==> config.mk <==
export PLATFORM = sky130hd
export DESIGN_NAME = playback_sequencer
export DESIGN_NICKNAME = d
export VERILOG_FILES = /design/src/rtl/organ_pkg.sv /design/src/rtl/beat_timer.sv /design/src/rtl/playback_sequencer.sv
export SDC_FILE = /design/constraint.sdc
export NUM_CORES = 1
export LEC_CHECK = 0
export ABC_AREA = 1
export CAP_MARGIN = 20
export CORE_ASPECT_RATIO = 0.75
export CORE_MARGIN = 3
export CORE_UTILIZATION = 49
export CTS_CLUSTER_SIZE = 14
export DETAILED_ROUTE_END_ITERATION = 10
export MAX_ROUTING_LAYER = met4
export PLACE_DENSITY_LB_ADDON = 0.1
export REMOVE_ABC_BUFFERS = 1
export SETUP_SLACK_MARGIN = 0.4
export SYNTH_ARGS = -nofsm -noshare
export SYNTH_HDL_FRONTEND = slang
export SYNTH_HIERARCHICAL = 1
export SYNTH_SLANG_ARGS = --single-unit
==> constraint.sdc <==
create_clock -name clk -period 4.3 [get_ports clk]
set_input_delay 0.86 -clock clk [delete_from_list [all_inputs] [get_ports clk]]
set_output_delay 0.86 -clock clk [all_outputs]
set_load 0.02 [all_outputs]
==> src/rtl/organ_pkg.sv <==
// Shared types and note-record layout for the organ playback path.
package organ_pkg;

  typedef enum logic [2:0] {
    S_IDLE,
    S_FETCH,
    S_LATCH,
    S_PLAY,
    S_GAP
  } state_t;

  localparam int DEF_TICKS_PER_BEAT = 12_500_000;

  // Record packing, MSB first: {dur, notes, shift}; shift sits at bit 0.
  function automatic int note_lsb(input int shift_w);
    return shift_w;
  endfunction

  function automatic int dur_lsb(input int shift_w, input int note_w);
    return shift_w + note_w;
  endfunction

endpackage

==> src/rtl/beat_timer.sv <==
// Tick and beat counters for one note: counts TICKS_PER_BEAT-cycle beats while en, holds otherwise.
module beat_timer
  import organ_pkg::*;
#(
  parameter int TICKS_PER_BEAT = DEF_TICKS_PER_BEAT,
  parameter int DUR_WIDTH      = 4
) (
  input  logic                 clk,
  input  logic                 rst,
  input  logic                 clr,
  input  logic                 en,
  input  logic [DUR_WIDTH-1:0] target,
  output logic                 beat_done
);

  localparam int TICK_W = (TICKS_PER_BEAT > 1) ? $clog2(TICKS_PER_BEAT) : 1;
  localparam logic [TICK_W-1:0] TICK_LAST = TICK_W'(TICKS_PER_BEAT - 1);
  localparam int BW = DUR_WIDTH + 1;

  logic [TICK_W-1:0]    tick_cnt;
  logic [DUR_WIDTH-1:0] beat_cnt;
  logic                 tick_wrap;

  assign tick_wrap = (tick_cnt == TICK_LAST);
  // Fires on the last tick of the last beat, so the caller leaves after exactly target beats.
  assign beat_done = en && tick_wrap && (({1'b0, beat_cnt} + BW'(1)) == {1'b0, target});

  always_ff @(posedge clk) begin
    if (rst || clr) begin
      tick_cnt <= '0;
      beat_cnt <= '0;
    end else if (en) begin
      if (tick_wrap) begin
        tick_cnt <= '0;
        beat_cnt <= beat_cnt + DUR_WIDTH'(1);
      end else begin
        tick_cnt <= tick_cnt + TICK_W'(1);
      end
    end
  end

endmodule

==> src/rtl/playback_sequencer.sv <==
// Song playback engine: walks note records, times each note, drives sound generator and key LEDs.
// Define PLAYBACK_GAP_EN to insert GAP_TICKS of silence after every note (articulated playback).
module playback_sequencer
  import organ_pkg::*;
#(
  parameter int NOTE_WIDTH     = 8,
  parameter int SHIFT_WIDTH    = 2,
  parameter int DUR_WIDTH      = 4,
  parameter int DEPTH          = 64,
  parameter int TICKS_PER_BEAT = DEF_TICKS_PER_BEAT,
  parameter int GAP_TICKS      = 1_000_000,
  localparam int ADDR_WIDTH    = $clog2(DEPTH),
  localparam int REC_WIDTH     = DUR_WIDTH + NOTE_WIDTH + SHIFT_WIDTH
) (
  input  logic                   clk,
  input  logic                   rst,
  input  logic                   start,
  input  logic                   stop,
  input  logic                   pause,
  input  logic                   loop_en,
  output logic                   rd_en,
  output logic [ADDR_WIDTH-1:0]  rd_addr,
  input  logic [REC_WIDTH-1:0]   rd_data,
  output logic [NOTE_WIDTH-1:0]  notes,
  output logic [SHIFT_WIDTH-1:0] shift,
  output logic [NOTE_WIDTH-1:0]  leds,
  output logic                   busy,
  output logic                   done
);

  localparam int NOTE_LSB = note_lsb(SHIFT_WIDTH);
  localparam int DUR_LSB  = dur_lsb(SHIFT_WIDTH, NOTE_WIDTH);
  localparam logic [ADDR_WIDTH-1:0] LAST_ADDR = ADDR_WIDTH'(DEPTH - 1);

  state_t                 state;
  logic [ADDR_WIDTH-1:0]  addr;
  logic [ADDR_WIDTH-1:0]  fetch_addr;
  logic [NOTE_WIDTH-1:0]  note_q;
  logic [SHIFT_WIDTH-1:0] shift_q;
  logic [DUR_WIDTH-1:0]   dur_q;
  logic [DUR_WIDTH-1:0]   rd_dur;
  logic [NOTE_WIDTH-1:0]  rd_notes;
  logic [SHIFT_WIDTH-1:0] rd_shift;
  logic                   timer_clr;
  logic                   timer_en;
  logic                   beat_done;
  logic                   step_now;
  logic                   at_last;
  logic                   song_end;
  logic                   go_idle;
  logic                   go_fetch;

  assign rd_dur   = rd_data[DUR_LSB +: DUR_WIDTH];
  assign rd_notes = rd_data[NOTE_LSB +: NOTE_WIDTH];
  assign rd_shift = rd_data[0 +: SHIFT_WIDTH];
  assign leds     = notes;

  assign timer_clr = (state == S_LATCH);
  assign timer_en  = (state == S_PLAY) && !pause;

  beat_timer #(
    .TICKS_PER_BEAT(TICKS_PER_BEAT),
    .DUR_WIDTH     (DUR_WIDTH)
  ) u_beat_timer (
    .clk      (clk),
    .rst      (rst),
    .clr      (timer_clr),
    .en       (timer_en),
    .target   (dur_q),
    .beat_done(beat_done)
  );

`ifdef PLAYBACK_GAP_EN
  localparam int GAP_W = (GAP_TICKS > 1) ? $clog2(GAP_TICKS) : 1;
  localparam logic [GAP_W-1:0] GAP_LAST = GAP_W'(GAP_TICKS - 1);
  logic [GAP_W-1:0] gap_cnt;
  assign step_now = (state == S_GAP) && !pause && (gap_cnt == GAP_LAST);
`else
  assign step_now = beat_done;
`endif

  // Sequencing decisions shared by every path back to FETCH or IDLE.
  assign at_last    = (addr == LAST_ADDR);
  assign song_end   = ((state == S_LATCH) && (rd_dur == '0)) || (step_now && at_last);
  assign go_idle    = stop || (song_end && !loop_en);
  assign go_fetch   = ((state == S_IDLE) && start) || (song_end && loop_en) || (step_now && !at_last);
  assign fetch_addr = (step_now && !at_last) ? addr + ADDR_WIDTH'(1) : '0;

  always_ff @(posedge clk) begin
    if (rst) begin
      state   <= S_IDLE;
      addr    <= '0;
      rd_en   <= 1'b0;
      rd_addr <= '0;
      notes   <= '0;
      shift   <= '0;
      busy    <= 1'b0;
      done    <= 1'b0;
`ifdef PLAYBACK_GAP_EN
      gap_cnt <= '0;
`endif
    end else begin
      done <= 1'b0;
      if (go_idle) begin
        state   <= S_IDLE;
        addr    <= '0;
        rd_en   <= 1'b0;
        rd_addr <= '0;
        notes   <= '0;
        shift   <= '0;
        busy    <= 1'b0;
        done    <= !stop;
      end else if (go_fetch) begin
        state   <= S_FETCH;
        addr    <= fetch_addr;
        rd_en   <= 1'b1;
        rd_addr <= fetch_addr;
        busy    <= 1'b1;
`ifdef PLAYBACK_GAP_EN
        notes   <= '0;
        shift   <= '0;
`endif
      end else begin
        case (state)
          S_FETCH: begin
            state <= S_LATCH;
            rd_en <= 1'b0;
          end
          S_LATCH: begin
            state <= S_PLAY;
            notes <= rd_notes;
            shift <= rd_shift;
          end
          S_PLAY: begin
            if (pause) begin
              notes <= '0;
              shift <= '0;
            end
`ifdef PLAYBACK_GAP_EN
            else if (beat_done) begin
              state   <= S_GAP;
              notes   <= '0;
              shift   <= '0;
              gap_cnt <= '0;
            end
`endif
            else begin
              notes <= note_q;
              shift <= shift_q;
            end
          end
`ifdef PLAYBACK_GAP_EN
          S_GAP: begin
            if (!pause) gap_cnt <= gap_cnt + GAP_W'(1);
          end
`endif
          default: ;
        endcase
      end
    end
  end

  // Record capture: the RAM data is valid during LATCH.
  always_ff @(posedge clk) begin
    if (state == S_LATCH) begin
      note_q  <= rd_notes;
      shift_q <= rd_shift;
      dur_q   <= rd_dur;
    end
  end

endmodule

## Word-level counts from Yosys, hierarchy flattened

Index checks and enable logic that the tools add are counted.
Widths: inputs -> output; s select.

- Output and inout bits: 27
- Register bits: 64
- Word-level logic and storage cells: 64

- Eq/ne operators: 6
- Multiplexer cells: 10
- Bitwise gates (word level): 2
- Reductions and logical operators: 29
- Add/sub/neg operators: 4

Operators by type and width:

| operator | count |
|---|---|
| $add 24x1->24 const B | 1 |
| $eq 24x24->1 const B | 1 |
| $mux 24 | 1 |
| $pmux 8 s2 | 1 |
| $logic_and 1x1->1 | 9 |
| $mux 8 | 1 |
| $add 6x1->6 const B | 1 |
| $eq 3x2->1 const B | 2 |
| $eq 6x6->1 const B | 1 |
| $mux 6 | 1 |
| $pmux 3 s2 | 1 |
| $reduce_bool 2->1 | 3 |
| $add 4x1->5 const B | 1 |
| $eq 5x4->1 | 1 |
| $logic_or 1x1->1 | 5 |
| $add 4x1->4 const B | 1 |
| $logic_not 1->1 | 4 |
| $logic_not 4->1 | 1 |
| $pmux 2 s2 | 1 |
| $reduce_and 2->1 | 2 |
| $reduce_or 2->1 | 2 |
| $eq 3x1->1 const B | 1 |
| $logic_not 3->1 | 1 |
| $mux 1 | 3 |
| other kinds (4) | 5 |

## Depth between registers and ports, before layout

Gate-level depths: netlist of run 1.

- Depth in word-level cells: 11
- Mapped depth: 18

## Cells and area by module

Netlist of run 1, hierarchy kept.

Modules (own cells, without submodules):

| module | instances | seq. area each (um^2) | area an instance (um^2) | cells an instance |
|---|---|---|---|---|
| playback_sequencer | 1 | 840.8 | 1813.0 | 221 |
| beat_timer | 1 | 560.5 | 1645.3 | 257 |

## Least setup slack after synthesis of run 1

OpenSTA, ideal clock, no wires.

- Path kind: input port to flip-flop
- Start: input port pause
- End: register notes[0] (netlist: leds[0])
- Setup slack: 1538 ps
- Data required time: 4190 ps
- Stages on the path: 18
- Arrival: 2652 ps
- Setup time: 110 ps
- Cells stage by stage: inv_1 -> nand2_1 -> inv_1 -> buf_2 -> buf_4 -> nand4_1 -> nor2_2 -> nand3_4 -> or2_1 -> nor2_1 -> nand3_1 -> nand2_2 -> nand2_2 -> nand2_4 -> inv_2 -> buf_6 -> nand2_1 -> nor2_1

- Word-level cells in the longest chain between the ends: 11
- Elaborated cells between the ends (all ways): 17
- Those cells by class: 2 x mux; 1 x bitwise; 14 x reduce/logical

Ends and longest elaborated chain:

| item | RTL line | source |
|---|---|---|
| from (decl) | playback_sequencer.sv:19 | `input logic pause,` |
| $logic_not 1->1 (*) | playback_sequencer.sv:59 | `assign timer_en = (state == S_PLAY) && !pause;` |
| $logic_and 1x1->1 (*) | playback_sequencer.sv:59 |  |
| named net timer_en | playback_sequencer.sv:45 | `logic timer_en;` |
| $logic_and 1x1->1 (*) (2 in a row) | beat_timer.sv:26 | `assign beat_done = en && tick_wrap && (({1'b0, beat_cnt} + BW'(1)) == {1'b0, target});` |
| named net beat_done | playback_sequencer.sv:46 | `logic beat_done;` |
| $logic_and 1x1->1 | playback_sequencer.sv:84 | `assign song_end = ((state == S_LATCH) && (rd_dur == '0)) \|\| (step_now && at_last);` |
| $logic_or 1x1->1 | playback_sequencer.sv:84 |  |
| $logic_and 1x1->1 | playback_sequencer.sv:86 | `assign go_fetch = ((state == S_IDLE) && start) \|\| (song_end && loop_en) \|\| (step_now && !at_last);` |
| $logic_or 1x1->1 (2 in a row) | playback_sequencer.sv:86 |  |
| $not 1->1 (no line) | -- |  |
| $reduce_and 2->1 (no line) | -- |  |
| to (signal assigned) | playback_sequencer.sv:131 | `notes <= rd_notes;` |
| to (signal assigned) | playback_sequencer.sv:148 | `notes <= note_q;` |
| to (decl) | playback_sequencer.sv:24 | `output logic [NOTE_WIDTH-1:0] notes,` |

Mark *: on every way through the listed nets, which the timed path passes. The rest lies on a longest branch.
A chain may end at the register's enable or synchronous reset.

## Worst setup path after layout of run 1

- Start: input port pause
- End: register notes[6] (netlist: leds[6])

- Word-level cells in the longest chain between the ends: 11
- Elaborated cells between the ends (all ways): 17
- Those cells by class: 2 x mux; 1 x bitwise; 14 x reduce/logical

Ends and longest elaborated chain:

| item | RTL line |
|---|---|
| $logic_not 1->1 (*) | playback_sequencer.sv:59 |
| $logic_and 1x1->1 (*) | playback_sequencer.sv:59 |
| $logic_and 1x1->1 (*) (2 in a row) | beat_timer.sv:26 |
| named net beat_done | playback_sequencer.sv:46 |
| $logic_and 1x1->1 | playback_sequencer.sv:84 |
| $logic_or 1x1->1 | playback_sequencer.sv:84 |
| $logic_and 1x1->1 | playback_sequencer.sv:86 |
| $logic_or 1x1->1 (2 in a row) | playback_sequencer.sv:86 |
| $not 1->1 (no line) | -- |
| $reduce_and 2->1 (no line) | -- |

Marks and branches as above.

==> flow_metrics.env, run 1 <==
export IMPL_end_kind="flop"
export IMPL_synth_most_common_cell="nand2_1"
export IMPL_synth_area_top_cells="dfxtp_1 28%, edfxtp_1 12%, nand2_1 10%"
export IMPL_dp_hpwl_um=5540
export IMPL_yosysWarnings=6
export IMPL_final_cell_area_um2=4140
export IMPL_cp_num_buf_inv=6
export IMPL_clock_path_buffers=2
export IMPL_avgSynthCellArea_um2=7.23
export IMPL_viasPerCell=4.88
export IMPL_status="finished, final reports clean"
export IMPL_syn_area_um2=3460
export IMPL_drive_gt1_share_pct=11.2
export IMPL_insertion_delay_ps=340
export IMPL_power_density_nw_per_um2=302
export IMPL_tightest_slew_ps=471
export IMPL_finalClockSkew_ps=11.2
export IMPL_pre_cts_slack_ps=969
export IMPL_synth_common_cells="94 x nand2_1, 87 x inv_1, 71 x nor2_1"
export IMPL_grt_pass1_wl_um=12800
export IMPL_relSlewSlack_pct=68.5
export IMPL_rows=25
export IMPL_overflow=0
export IMPL_max_freq_ghz=0.336
export IMPL_diodes=0
export IMPL_yosysUniqueCellTypes=36
export IMPL_wl_per_cell_um=12.1
export IMPL_ir_drop_v=0.000143
export IMPL_min_period_ps=2970
export IMPL_async_reset_ff_share_pct=0
export IMPL_initial_utilization_pct=52.6
export IMPL_vias=2964
export IMPL_cpMaxStageDelayCell="clkdlybuf4s50_1"
export IMPL_synth_cells=478
export IMPL_setup_viol=0
export IMPL_combPwrFrac_pct=5.6
export IMPL_grt_pass1_vias=2847
export IMPL_die_h_um=78.8
export IMPL_synth_edf_count=14
export IMPL_clkSlewWorstSetupHoldPaths_ps=80
export IMPL_path_max_fanout=19
export IMPL_met2_usage_pct=30.0
export IMPL_numPortBuffers=46
export IMPL_grt_busiest_layer="met2"
export IMPL_seqPwrFrac_pct=48.9
export IMPL_worstPathCellList="clkdlybuf4s50_1, inv_1, nand2_1, inv_1, buf_4, nand4_1, nor2_2, nand3_4, or2_1, nor2_1, inv_1, nor2_4, nor2_8, nand3_4, nand2_1, inv_1, nor2_1"
export IMPL_cts_max_level=3
export IMPL_core_area_um2=6570
export IMPL_crit_type="input port to flop"
export IMPL_grt_max_degree=20
export IMPL_switching_share_pct=22.1
export IMPL_cpMostUsedCell="inv_1"
export IMPL_die_area_um2=8110
export IMPL_p_int_w=0.000973
export IMPL_chipWidth_um=103
export IMPL_grt_usage_pct=20.5
export IMPL_drc=0
export IMPL_placedInstanceArea_um2=3910
export IMPL_ys_seq_area_share_pct=40.5
export IMPL_setup_ws_ps=1330
export IMPL_holdBufCountCts=0
export IMPL_cts_root_buffer_cell="clkbuf_8"
export IMPL_cts_tree="done"
export IMPL_fill_cells=607
export IMPL_cap_violations=0
export IMPL_synth_top_area_share_pct=28.4
export IMPL_synth_ff_type="dfxtp_1"
export IMPL_fin_tns_setup_ps=0
export IMPL_cp_start_kind="input port"
export IMPL_met1_usage_pct=28.1
export IMPL_clock_sinks=63
export IMPL_p_leak_nw=1.69
export IMPL_grt_antenna_before_repair=0
export IMPL_gp_congestion=0.924
export IMPL_yosys_area_top_type="dfxtp_1"
export IMPL_maxSlewViolCount=0
export IMPL_syn_to_final_growth_pct=19.7
export IMPL_cts_buffers=9
export IMPL_slowest_delay_ps=390
export IMPL_postRouteAntennaNets=0
export IMPL_drt_initial_drc_count=122
export IMPL_cts_setup_buffers=0
export IMPL_hold_violations=0
export IMPL_critPathTopFamily="simple AND/OR/NAND/NOR gates"
export IMPL_p_clk_share_pct=45.5
export IMPL_drt_pre_antenna_iters=5
export IMPL_worstPathArrival_ps=3210
export IMPL_io_pins=47
export IMPL_rsz0062_at_grt="false"
export IMPL_crit_required_ps=4530
export IMPL_min_period_over_period_pct=69.1
export IMPL_groute_layer_met3_usage_pct=5.27
export IMPL_p_sw_w=0.000276
export IMPL_finalWirelength_um=7370
export IMPL_hold_class="flop to flop"
export IMPL_fin_nets=548
export IMPL_cts_resized=0
export IMPL_ys_ff_latch=63
-- worst paths after layout --
| check | slack [ps] | cells past startpoint | start | endpoint |
|---|---|---|---|---|
| setup / recovery | 1330 | 17 | pause | leds[6] |
| hold / removal | 490 | 2 | busy | busy |
| hold reg to reg | 490 | 2 | busy | busy |
| setup reg to reg | 1470 | 16 | state[1] | leds[6] |
-- stage by stage --
stage / total power, W / utilization [%] / std cells / hold slack, ps
after floorplan: 0.000660 / - / 462 / 467
after CTS: 0.00127 / 63.0 / 607 / 490
after detailed placement: 0.000694 / 59.6 / 591 / 470
after global routing: 0.00129 / 63.0 / 607 / 517
after global placement: 0.000693 / 59.6 / 591 / 462
final: 0.00125 / 63.0 / 607 / 487
-- metal layers --
metal  vias up  part of all wire (%)  wire [µm]
li1       1568                     -          -
met2        54                    44       3230
met3         7                   4.2        310
met1      1335                    51       3750
met5         -                     0          0
met4         0                   1.1         78
-- cell type report --
| type | instances | area [µm²] | area share (%) |
|---|---|---|---|
| Multi-Input combinational cell | 306 | 1590 | 38.3 |
| Sequential cell | 63 | 1400 | 33.9 |
| Timing Repair Buffer | 48 | 475 | 11.5 |
| Inverter | 93 | 349 | 8.43 |
| Clock buffer | 12 | 176 | 4.26 |
| Tap cell | 81 | 101 | 2.45 |
| Clock inverter | 4 | 48.8 | 1.18 |
-- sequential cells by signal, summed over array words and instances (netlist names) --
name                   cells
u_beat_timer/tick_cnt     24
leds                       8
note_q                     8
busy                       1
shift                      2
state                      2
shift_q                    2
addr                       6
done                       1
dur_q                      4
rd_en                      1
u_beat_timer/beat_cnt      4
-- power groups by stage --
stage / Sequential, W / Clock (W) / Combinational (W)
4_1_cts: 0.000610 / 0.000585 / 0.0000708
6_report: 0.000610 / 0.000568 / 0.0000703
2_1_floorplan: 0.000626 / 0 / 0.0000336
3_5_place_dp: 0.000624 / 0 / 0.0000701
3_3_place_gp: 0.000624 / 0 / 0.0000695
5_1_grt: 0.000610 / 0.000604 / 0.0000789
-- layout by cell type (no fill, tap or decap), types with 2 or more instances in the layout --
cell and n:
inv_2 5, inv_1 87, nand2_4 2, clkdlybuf4s50_1 46, a21oi_1 9, nor2_1 71, or2_2 3, o211ai_1 2
nor2_4 5, o21bai_1 7, nand3_2 2, nand2_2 11, buf_4 2, nand2_1 94, xnor2_1 4, nand4_1 14
clkbuf_8 11, nor3_1 10, ha_1 7, nand3_4 2, dfxtp_1 49, nand3_1 26, nor2_2 6, o21ai_2 3
edfxtp_1 14, o21ai_0 18, xor2_1 3
-- cell families (layout without fill, tap and decap cells) --
kind of cell / count (synthesis) / after routing / synth area share [%]
and+or+nand+nor: 251 / 251 / 34.5
DFF: 63 / 63 / 40.5
buffers and inverters: 109 / 157 / 13.6
adders and majority gates: 7 / 7 / 2.53
AOI/OAI and AO/OA: 41 / 41 / 7.06
xor gates and xnor gates: 7 / 7 / 1.77
-- worst register-to-register path, cell delays in order, from the launching register on --
cell	delay, ps
dfxtp_1	380
ha_1	390
nand2_1	90
inv_1	60
buf_4	230
nand4_1	140
nor2_2	140
nand3_4	130
or2_1	240
nor2_1	160
inv_1	110
nor2_4	240
nor2_8	110
nand3_4	150
nand2_1	70
inv_1	50
nor2_1	40
Power figures use the tool's default switching activity.
==> inputs of run 2 (changes only) <==
==> constraint.sdc (replaced) <==
create_clock -name clk -period 2.58 [get_ports clk]
set_input_delay 0.516 -clock clk [delete_from_list [all_inputs] [get_ports clk]]
set_output_delay 0.516 -clock clk [all_outputs]
set_load 0.02 [all_outputs]
==> run 2 against run 1 <==
Final cell count grew 1.6%. Sequential share of layout area shrank 0.83 points. First-iteration DRC count shrank 18%. Count of clock-buffer cells in the layout grew 3. Total power grew 55%. Clock power grew 39%. Clock skew grew 1.7 ps. Non-clock buffer count grew 7. Flip-flop and latch count is the same. Combinational power grew 78%. Critical path type is now flop to flop.
==> flow_metrics.env, run 2 (synthesized netlist as in run 1, its figures left out) <==
export IMPL_syn_to_final_growth_pct=23.3
export IMPL_insertion_delay_ps=340
export IMPL_drt_initial_drc_count=100
export IMPL_cts_buffers=9
export IMPL_met1_length_um=3830
export IMPL_top_layer_used="met4"
export IMPL_fin_nets=558
export IMPL_power_density_nw_per_um2=453
export IMPL_worstPathArrival_ps=2360
export IMPL_viasPerCell=4.92
export IMPL_cap_violations=0
export IMPL_final_cell_area_um2=4270
export IMPL_clock_path_buffers=2
export IMPL_rrSetupSlack_ps=490
export IMPL_instances_no_fill=617
export IMPL_crit_start="u_beat_timer/tick_cnt[0]"
export IMPL_finalClockSkew_ps=12.8
export IMPL_setup_viol=0
export IMPL_clkSlewWorstSetupHoldPaths_ps=70
export IMPL_drc=0
export IMPL_diodes=0
export IMPL_numPortBuffers=46
export IMPL_finalPower_w=0.00193
export IMPL_slowest_delay_ps=420
export IMPL_initial_utilization_pct=52.6
export IMPL_overflow=0
export IMPL_drive_gt1_share_pct=14.2
export IMPL_placedInstanceArea_um2=3950
export IMPL_reg2reg_to="leds[6]"
export IMPL_rsz0062_at_grt="true"
export IMPL_maxSlewViolCount=0
export IMPL_cp_start_kind="flop"
export IMPL_grt_usage_pct=21.2
export IMPL_vias=3038
export IMPL_grt_antenna_before_repair=0
export IMPL_final_cell_mix="92 x nand2_1, 85 x inv_1, 70 x nor2_1, 47 x dfxtp_1, 45 x clkdlybuf4s50_1"
export IMPL_hold_violations=0
export IMPL_crit_type="flop to flop"
export IMPL_largest_reg_flops=24
export IMPL_min_period_over_period_pct=80.9
export IMPL_postRouteAntennaNets=0
export IMPL_final_common_cell="nand2_1"
export IMPL_cts_tree="done"
export IMPL_cpMaxStageDelayCell="dfxtp_1"
export IMPL_die_h_um=78.8
export IMPL_p_leak_nw=1.72
export IMPL_r2r_start="u_beat_timer/tick_cnt[0]"
export IMPL_wl_met3_um=339
export IMPL_fin_tns_setup_ps=0
export IMPL_relSlewSlack_pct=69.4
export IMPL_met2_length_um=3470
export IMPL_end_kind="flop"
export IMPL_dp_hpwl_um=5710
export IMPL_grt_max_degree=19
export IMPL_finalWirelength_um=7750
export IMPL_worstSetupPathDepth=13
export IMPL_final_core_util_pct=64.9
export IMPL_crit_required_ps=2850
export IMPL_max_freq_ghz=0.479
export IMPL_io_pins=47
export IMPL_die_area_um2=8110
export IMPL_regMostFlops="u_beat_timer/tick_cnt"
export IMPL_tightest_slew_ps=457
export IMPL_chipWidth_um=103
export IMPL_worstPathCellList="ha_4, nand4_1, nor2_2, nand3_4, or2_1, nor2_2, nand3_2, nand2_4, buf_12, nand2_4, nand4_1, nand2_1, nor2_1"
export IMPL_path_max_fanout=4
export IMPL_grt_pass1_wl_um=13000
export IMPL_drt_pre_antenna_iters=4
export IMPL_rows=25
export IMPL_core_area_um2=6570
export IMPL_cp_num_buf_inv=1
export IMPL_min_period_ps=2090
export IMPL_cts_root_buffer_cell="clkbuf_8"
export IMPL_wl_per_cell_um=12.6
export IMPL_grt_pass1_vias=2726
export IMPL_critPathTopFamily="simple AND/OR/NAND/NOR gates"
export IMPL_ir_drop_v=0.000259
export IMPL_hold_class="flop to flop"
export IMPL_clock_sinks=63
export IMPL_crit_path_end="leds[6]"
export IMPL_r2r_cells=13
export IMPL_placedCellCount=596
export IMPL_cts_max_level=3
export IMPL_gp_congestion=0.927
export IMPL_status="finished, final reports clean"
==> run 2: per-stage QoR <==
stage               setup WS, ps  hold WS, ps
global route                 348          524
floorplan                   37.3          467
finish                       493          482
detailed placement         -17.1          466
global placement            20.4          473
CTS                          400          482
==> run 2: final cells by class <==
type / instances / area (µm²)
Clock buffer: 15 / 176
Multi-Input combinational cell: 309 / 1680
Clock inverter: 1 / 5.00
Timing Repair Buffer: 55 / 539
Sequential cell: 63 / 1410
Fill cell: 580 / 2300
Inverter: 93 / 352
Tap cell: 81 / 101
==> run 2: layer usage <==
metal / track usage, % / vias to the layer above
met4: 7.50 / 0
met5: - / -
met1: 28.9 / 1367
met3: 5.88 / 8
met2: 30.2 / 64
li1: - / 1599
==> run 2: report_power, final <==
part	switching (W)	internal, W
clock network	0.000361	0.000428
registers	0.00000412	0.00101
logic	0.0000709	0.0000542
total	0.000436	0.00149
==> run 2: worst reg2reg max path: cells and delay by family, from the launching register on <==
family / cells / cell delay, ps
and+or+nand+nor: 11 / 1290
DFF: 1 / 420
adders and majority gates: 1 / 190
buffers and inverters: 1 / 120
==> run 2: timing repair <==
| action | CTS | global route |
|---|---|---|
| pin swaps | 9 | 10 |
| hold buffers | 0 | 0 |
| setup endpoints to repair | 16 | 20 |
| gates resized for setup | 12 | 8 |
| cloned | 3 | 0 |
| setup buffers | 0 | 2 |
==> run 2: how the worst min path moves through the flow <==
| stage | from | endpoint | slack (ps) | depth (start not counted) |
|---|---|---|---|---|
| detailed placement | busy | busy | 470 | 2 |
| finish | busy | busy | 480 | 2 |
| floorplan | u_beat_timer/tick_cnt[0] | u_beat_timer/tick_cnt[0] | 470 | 2 |
| CTS | busy | busy | 480 | 2 |
| global placement | busy | busy | 470 | 2 |
| global route | busy | busy | 520 | 2 |
